$ cat src/rtl/muldiv_ctrl.sv
// muldiv_ctrl: sequencer between the execute stage and the multi-cycle mul/div ALU.
// Accepts one M-extension op at a time. It holds the operands and the unit
// valid stable until the unit reports data_ok. It then holds the result until
// execute consumes it. A flush aborts the op cleanly, and a RUN-cycle timeout
// forces an error completion if the unit hangs.
//
// Optional feature macro: MULDIV_CACHE_EN adds a one-entry result cache.
// An accept that hits the cache completes in one cycle and never starts the unit.
//
// Ports:
//   clk, reset                 clock; synchronous active-high reset
//   flush                      kills any in-flight or held op
//   in_valid/in_ready          op handshake from execute (in_func, in_a, in_b)
//   unit_valid                 valid to the ALU (unit_func, unit_a, unit_b)
//   unit_result, unit_data_ok  ALU result and its valid
//   out_valid/out_ready        result handshake to execute (out_result, out_err)
//   busy                       high whenever the sequencer is not idle

package muldiv_pkg;
   typedef logic [63:0] word_t;
   typedef enum logic [3:0] {
      ALU_MUL, ALU_MULH, ALU_MULHSU, ALU_MULHU,
      ALU_DIV, ALU_DIVU, ALU_REM, ALU_REMU,
      ALU_MULW, ALU_DIVW, ALU_DIVUW, ALU_REMW, ALU_REMUW
   } alufunc_t;
endpackage

module muldiv_ctrl
   import muldiv_pkg::*;
#(
   parameter int TIMEOUT_CYCLES = 128,
   parameter int CNT_W          = 8
) (
   input  logic     clk,
   input  logic     reset,
   input  logic     flush,
   input  logic     in_valid,
   output logic     in_ready,
   input  alufunc_t in_func,
   input  word_t    in_a,
   input  word_t    in_b,
   output logic     unit_valid,
   output alufunc_t unit_func,
   output word_t    unit_a,
   output word_t    unit_b,
   input  word_t    unit_result,
   input  logic     unit_data_ok,
   output logic     out_valid,
   input  logic     out_ready,
   output word_t    out_result,
   output logic     out_err,
   output logic     busy
);

   typedef enum logic [1:0] {S_IDLE, S_RUN, S_DONE} state_t;

   localparam logic [CNT_W:0] TIMEOUT_VAL = TIMEOUT_CYCLES[CNT_W:0];

   state_t           state_q, state_d;
   alufunc_t         func_q, func_d;
   word_t            a_q, a_d;
   word_t            b_q, b_d;
   logic [CNT_W-1:0] cnt_q, cnt_d;
   word_t            res_q, res_d;
   logic             err_q, err_d;

   logic [CNT_W:0]   cnt_inc;
   logic             timeout_hit;
   logic             cache_hit;
   word_t            cache_res;

   // The counter value after this RUN cycle is compared with the limit.
   // The extra bit keeps the increment from wrapping when cnt_q is all ones.
   // Timeout therefore fires after exactly TIMEOUT_CYCLES RUN cycles.
   assign cnt_inc     = {1'b0, cnt_q} + {{CNT_W{1'b0}}, 1'b1};
   assign timeout_hit = (TIMEOUT_CYCLES != 0) && (cnt_inc >= TIMEOUT_VAL);

`ifdef MULDIV_CACHE_EN
   logic     cache_vld_q, cache_vld_d;
   alufunc_t cache_func_q, cache_func_d;
   word_t    cache_a_q, cache_a_d;
   word_t    cache_b_q, cache_b_d;
   word_t    cache_res_q, cache_res_d;

   assign cache_hit = cache_vld_q && (cache_func_q == in_func) &&
                      (cache_a_q == in_a) && (cache_b_q == in_b);
   assign cache_res = cache_res_q;

   // Only a genuine unit completion fills the cache. Timeout and flush do not.
   always_comb begin
      cache_vld_d  = cache_vld_q;
      cache_func_d = cache_func_q;
      cache_a_d    = cache_a_q;
      cache_b_d    = cache_b_q;
      cache_res_d  = cache_res_q;
      if (state_q == S_RUN && unit_data_ok && !flush) begin
         cache_vld_d  = 1'b1;
         cache_func_d = func_q;
         cache_a_d    = a_q;
         cache_b_d    = b_q;
         cache_res_d  = unit_result;
      end
   end

   always_ff @(posedge clk) begin
      if (reset) begin
         cache_vld_q  <= 1'b0;
         cache_func_q <= ALU_MUL;
         cache_a_q    <= '0;
         cache_b_q    <= '0;
         cache_res_q  <= '0;
      end else begin
         cache_vld_q  <= cache_vld_d;
         cache_func_q <= cache_func_d;
         cache_a_q    <= cache_a_d;
         cache_b_q    <= cache_b_d;
         cache_res_q  <= cache_res_d;
      end
   end
`else
   assign cache_hit = 1'b0;
   assign cache_res = '0;
`endif

   always_comb begin
      state_d = state_q;
      func_d  = func_q;
      a_d     = a_q;
      b_d     = b_q;
      cnt_d   = cnt_q;
      res_d   = res_q;
      err_d   = err_q;
      // Flush outranks data_ok, timeout and out_ready. Any held result is dropped.
      if (flush) begin
         state_d = S_IDLE;
      end else begin
         case (state_q)
            S_IDLE: begin
               if (in_valid) begin
                  func_d = in_func;
                  a_d    = in_a;
                  b_d    = in_b;
                  cnt_d  = '0;
                  if (cache_hit) begin
                     res_d   = cache_res;
                     err_d   = 1'b0;
                     state_d = S_DONE;
                  end else begin
                     state_d = S_RUN;
                  end
               end
            end
            S_RUN: begin
               if (unit_data_ok) begin
                  res_d   = unit_result;
                  err_d   = 1'b0;
                  state_d = S_DONE;
               end else if (timeout_hit) begin
                  res_d   = '0;
                  err_d   = 1'b1;
                  state_d = S_DONE;
               end else if (!(&cnt_q)) begin
                  cnt_d = cnt_inc[CNT_W-1:0];
               end
            end
            S_DONE: begin
               if (out_ready) begin
                  state_d = S_IDLE;
               end
            end
            default: state_d = S_IDLE;
         endcase
      end
   end

   always_ff @(posedge clk) begin
      if (reset) begin
         state_q <= S_IDLE;
         func_q  <= ALU_MUL;
         a_q     <= '0;
         b_q     <= '0;
         cnt_q   <= '0;
         res_q   <= '0;
         err_q   <= 1'b0;
      end else begin
         state_q <= state_d;
         func_q  <= func_d;
         a_q     <= a_d;
         b_q     <= b_d;
         cnt_q   <= cnt_d;
         res_q   <= res_d;
         err_q   <= err_d;
      end
   end

   assign in_ready   = (state_q == S_IDLE);
   assign unit_valid = (state_q == S_RUN);
   assign unit_func  = func_q;
   assign unit_a     = a_q;
   assign unit_b     = b_q;
   assign out_valid  = (state_q == S_DONE);
   assign out_result = res_q;
   assign out_err    = err_q;
   assign busy       = (state_q != S_IDLE);

endmodule

$ cat config.mk
export PLATFORM = sky130hd
export DESIGN_NAME = muldiv_ctrl
export DESIGN_NICKNAME = d
export VERILOG_FILES = /design/src/rtl/muldiv_ctrl.sv
export SDC_FILE = /design/constraint.sdc
export NUM_CORES = 1
export LEC_CHECK = 0
export ABC_AREA = 1
export CAP_MARGIN = 20
export CORE_ASPECT_RATIO = 0.5
export CORE_MARGIN = 4
export CORE_UTILIZATION = 43
export CTS_CLUSTER_DIAMETER = 100
export DETAILED_ROUTE_END_ITERATION = 16
export MAX_ROUTING_LAYER = met4
export PLACE_DENSITY = 0.87
export SYNTH_ARGS = -nofsm -noshare
export SYNTH_HDL_FRONTEND = slang
export SYNTH_SLANG_ARGS = --single-unit
$ cat constraint.sdc
create_clock -name clk -period 2.85 [get_ports clk]
set_input_delay 0.57 -clock clk [delete_from_list [all_inputs] [get_ports clk]]
set_output_delay 0.57 -clock clk [all_outputs]
set_load 0.02 [all_outputs]
Word level (Yosys, flattened, before mapping)
Index checks and enable logic that the tools add are counted.
- bits in registers: 207
- input port bits: 202
- reduce and logical (&&, ||, !) cells: 10
- mux-type cells: 14
- $lt $le $gt $ge: 1
- equal/unequal tests: 8
- add/subtract/negate cells: 1
- bitwise operators: 1
- operators by type and width (kind ; count):
    64-bit two-way mux ; 2
    8-bit two-way mux ; 4
    8-bit one-hot mux with 2 select lines ; 1
    8-bit by 1-bit adder with 9-bit output (second input constant) ; 1
    9-bit by 8-bit >= comparator with 1-bit output (second input constant) ; 1
    3-bit AND reduction ; 3
    2-bit two-way mux ; 4
    2-bit inequality test (second input constant) ; 4
    8-bit AND reduction ; 1
    2-bit one-hot mux with 3 select lines ; 1
    6-bit AND reduction ; 1
    2-bit nonzero test ; 3
    3-bit by 1-bit inequality test with 1-bit output (second input constant) ; 1
    2-bit by 1-bit == test with 1-bit output (second input constant) ; 1
    2-bit == test (second input constant) ; 1
    2-bit zero test ; 1
    1-bit two-way mux ; 2
    2-bit by 1-bit inequality test with 1-bit output (second input constant) ; 1
    2-bit OR reduction ; 1
    1-bit NOT ; 1

Logic depth before layout (Yosys ltp)
- word-level depth: 5
- mapped depth: 11
- mapped depth without buffers: 11

Worst setup path before layout
OpenSTA, ideal clock, no wires.
- path type: register -> output
- start: register state_q[0]
- end: output unit_valid
- path slack: 1.248 ns
- stages on the path, launching flop included: 4
- data arrival time: 1.032 ns
- path through: dfxtp_1 inv_2 nor2_2 clkbuf_1
- cells in the longest elaborated chain, start to end: 1
- RTL lines (what ; RTL line ; RTL):
    from (decl) ; 59 ; state_t state_q, state_d;
    from (signal assigned) ; 186 ; state_q <= state_d;
    2-bit by 1-bit == test with 1-bit output ; 197 ; assign unit_valid = (state_q == S_RUN);
    to (decl) ; 42 ; output logic unit_valid,
No other way between the ends.

Worst setup path after layout
- start: register state_q[1]
- end: output out_valid
- cells in the longest elaborated chain, start to end: 1
- RTL lines (what ; RTL line ; RTL):
    2-bit == test ; 201 ; assign out_valid = (state_q == S_DONE);
    to (decl) ; 48 ; output logic out_valid,
No other way between the ends.

==> flow_metrics.env <==
export IMPL_drc=0
export IMPL_wl_per_cell_um=16.9
export IMPL_finClkSkew_ns=0.00666
export IMPL_max_slew_margin=0.504
export IMPL_path_clk_slew_ns=0.07
export IMPL_grt_max_degree=133
export IMPL_place_area_sq_mm=0.0117
export IMPL_syn_area_per_cell_sq_um=7.89
export IMPL_drt_pass1_iter_count=7
export IMPL_syn_inst=969
export IMPL_tritoncts="yes"
export IMPL_postRouteAntennaNets=0
export IMPL_cts_resized=0
export IMPL_synth_compound_area_frac=0.140
export IMPL_pin_count=403
export IMPL_die_x_um=197
export IMPL_grt_overflow_total=0
export IMPL_period_share=0.815
export IMPL_synth_top_area_frac=0.542
export IMPL_synth_ff_type="dfxtp_1"
export IMPL_drive_above_1_share=0.0554
export IMPL_die_h_um=102
export IMPL_synth_seq_cells=207
export IMPL_maxCapViolations=0
export IMPL_synth_seq_area_share=0.542
export IMPL_required_ns=2.28
export IMPL_worstHoldPathType="input port to register"
export IMPL_num_rows=34
export IMPL_power_per_cell_area_mw_per_mm2=549
export IMPL_yosys_area_top_type="dfxtp_1"
export IMPL_die_area_sq_mm=0.0201
export IMPL_tightest_slew_ns=0.744
export IMPL_ctsHoldBuffers=0
export IMPL_synthAdderAreaFrac=0.00164
export IMPL_final_hold_viol_count=0
export IMPL_cp_end_kind="primary output"
export IMPL_area_delta_synth_final_pct=60.7
export IMPL_timing_final_max_slew_violations=0
export IMPL_avgViaCountPerCell=5.17
export IMPL_vdd_drop_max_mv=0.451
export IMPL_hpwl_um=18400
export IMPL_total_leakage_power_nw=4.65
export IMPL_initial_core_util=0.439
export IMPL_synth_top_family_by_area="simple AND/OR/NAND/NOR gates"
export IMPL_synth_xor_area_frac=0
export IMPL_cts_root_buffer="clkbuf_16"
export IMPL_synthMuxAreaShare=0
export IMPL_cp_arrival_ns=1.75
export IMPL_syn_nets=1172
export IMPL_power_mw=6.74
export IMPL_synthDistinctLibCells=25
export IMPL_synth_edff_count=0
export IMPL_synthArstFlopShare=0
export IMPL_postCtsSetupRepairBufs=0
export IMPL_antenna_found_initial=0
export IMPL_rsz0062_at_grt="no"
export IMPL_setup_tns_ns=0
export IMPL_fin_nets=1526
export IMPL_max_freq_mhz=431
export IMPL_path_class="register to primary output"
export IMPL_post_route_min_period_ns=2.32
export IMPL_yosysWarnings=0
export IMPL_synth_common_cells="nor2_1, dfxtp_1, o21ai_0"
export IMPL_outcome="completed"
export IMPL_setup_viol=0
export IMPL_io_buffers=402
export IMPL_dp_slack_ns=0.586
export IMPL_layout_setup_ws_ns=0.528
export IMPL_finalInstanceArea_sq_mm=0.0123
export IMPL_grt_pass1_vias=7692
export IMPL_gp_congestion=0.831
export IMPL_grt_pass1_wl_um=39900
export IMPL_diodes=0
export IMPL_startpoint_type="register"
export IMPL_cp_max_fo=3
export IMPL_cts_sinks=207
export IMPL_yosysMostFrequentCell="nor2_1"
export IMPL_htreeDepth=1
export IMPL_cts_buffers=19
export IMPL_routed_wl_um=26600
export IMPL_coreArea_sq_mm=0.0174
export IMPL_insertion_delay_ns=0.47
export IMPL_drt_iter0_drc=597
export IMPL_vias=8110
export IMPL_synthTopCellsByArea="dfxtp_1, nor2_1, o21ai_0"
export IMPL_synth_cell_area_sq_mm=0.00764
export IMPL_synthSimpleGateAreaFrac=0.257
export IMPL_grt_usage=0.248
export IMPL_cts_path_max_buffers=3
## report_power, final
group	total [mW]	internal (mW)	switching (mW)
Clock	2.50	1.42	1.08
Sequential	3.11	3.04	0.0767
Combinational	1.13	0.565	0.560
Total	6.74	5.03	1.72
## area by class of cell
cell class,instances,area [sq um]
timing repair buffer,412,4130
sequential,207,4140
fill,1249,5120
clock buffer,26,542
inverter,16,61.3
clock inverter,7,60.1
tap,234,293
multi-input combinational,667,3060
## cells in the final DEF, fill, tap and decap left out, drive strengths merged
cell type	n
inv	15
a21oi	77
clkbuf	26
nand3	12
or2	1
nor2	279
dfxtp	207
clkdlybuf4s50	400
nand3b	1
nand4	65
buf	12
nand2	94
clkinv	7
nor3	2
ha	1
o21ai	135
bufinv	1
## worst max-delay path, stage by stage, from the launching register on
cell and delay, ns:
dfxtp_1 0.45, inv_2 0.05, nor2_1 0.12, clkdlybuf4s50_1 0.64
## worst paths after layout
path | start | end | slack, ns | depth (start not counted)
worst min register to register | out_err | out_err | 0.45 | 2
worst max register to register | state_q[0] | cnt_q[2] | 0.90 | 9
worst min-delay path | unit_data_ok | state_q[0] | 0.43 | 4
worst max-delay path | state_q[1] | out_valid | 0.53 | 3
## per-layer routing
layer,part of all wire,vias up,global-route usage
met2,0.51,326,0.437
met5,0,-,-
met3,0.067,70,0.0431
met1,0.39,3799,0.294
li1,-,3915,-
met4,0.034,0,0.0767
## through the flow
stage / hold slack (ns) / utilization / std cells
floorplan: 0.450 / - / 969
global placement: 0.435 / 0.671 / 1536
detailed placement: 0.439 / 0.671 / 1536
CTS: 0.412 / 0.706 / 1569
global route: 0.446 / 0.706 / 1569
finish: 0.429 / 0.706 / 1569
## sequential cells by signal (all words and copies together) (netlist names)
signal,cells
cnt_q,8
out_err,1
out_result,64
state_q,2
unit_a,64
unit_b,64
unit_func,4
## logic make-up after synthesis
| group | after synthesis |
|---|---|
| flops | 207 |
| simple gates | 454 |
| fa+ha+maj | 1 |
| compound gates | 212 |
| buf+inv | 95 |
No activity file was read; power rests on OpenSTA's default activity.
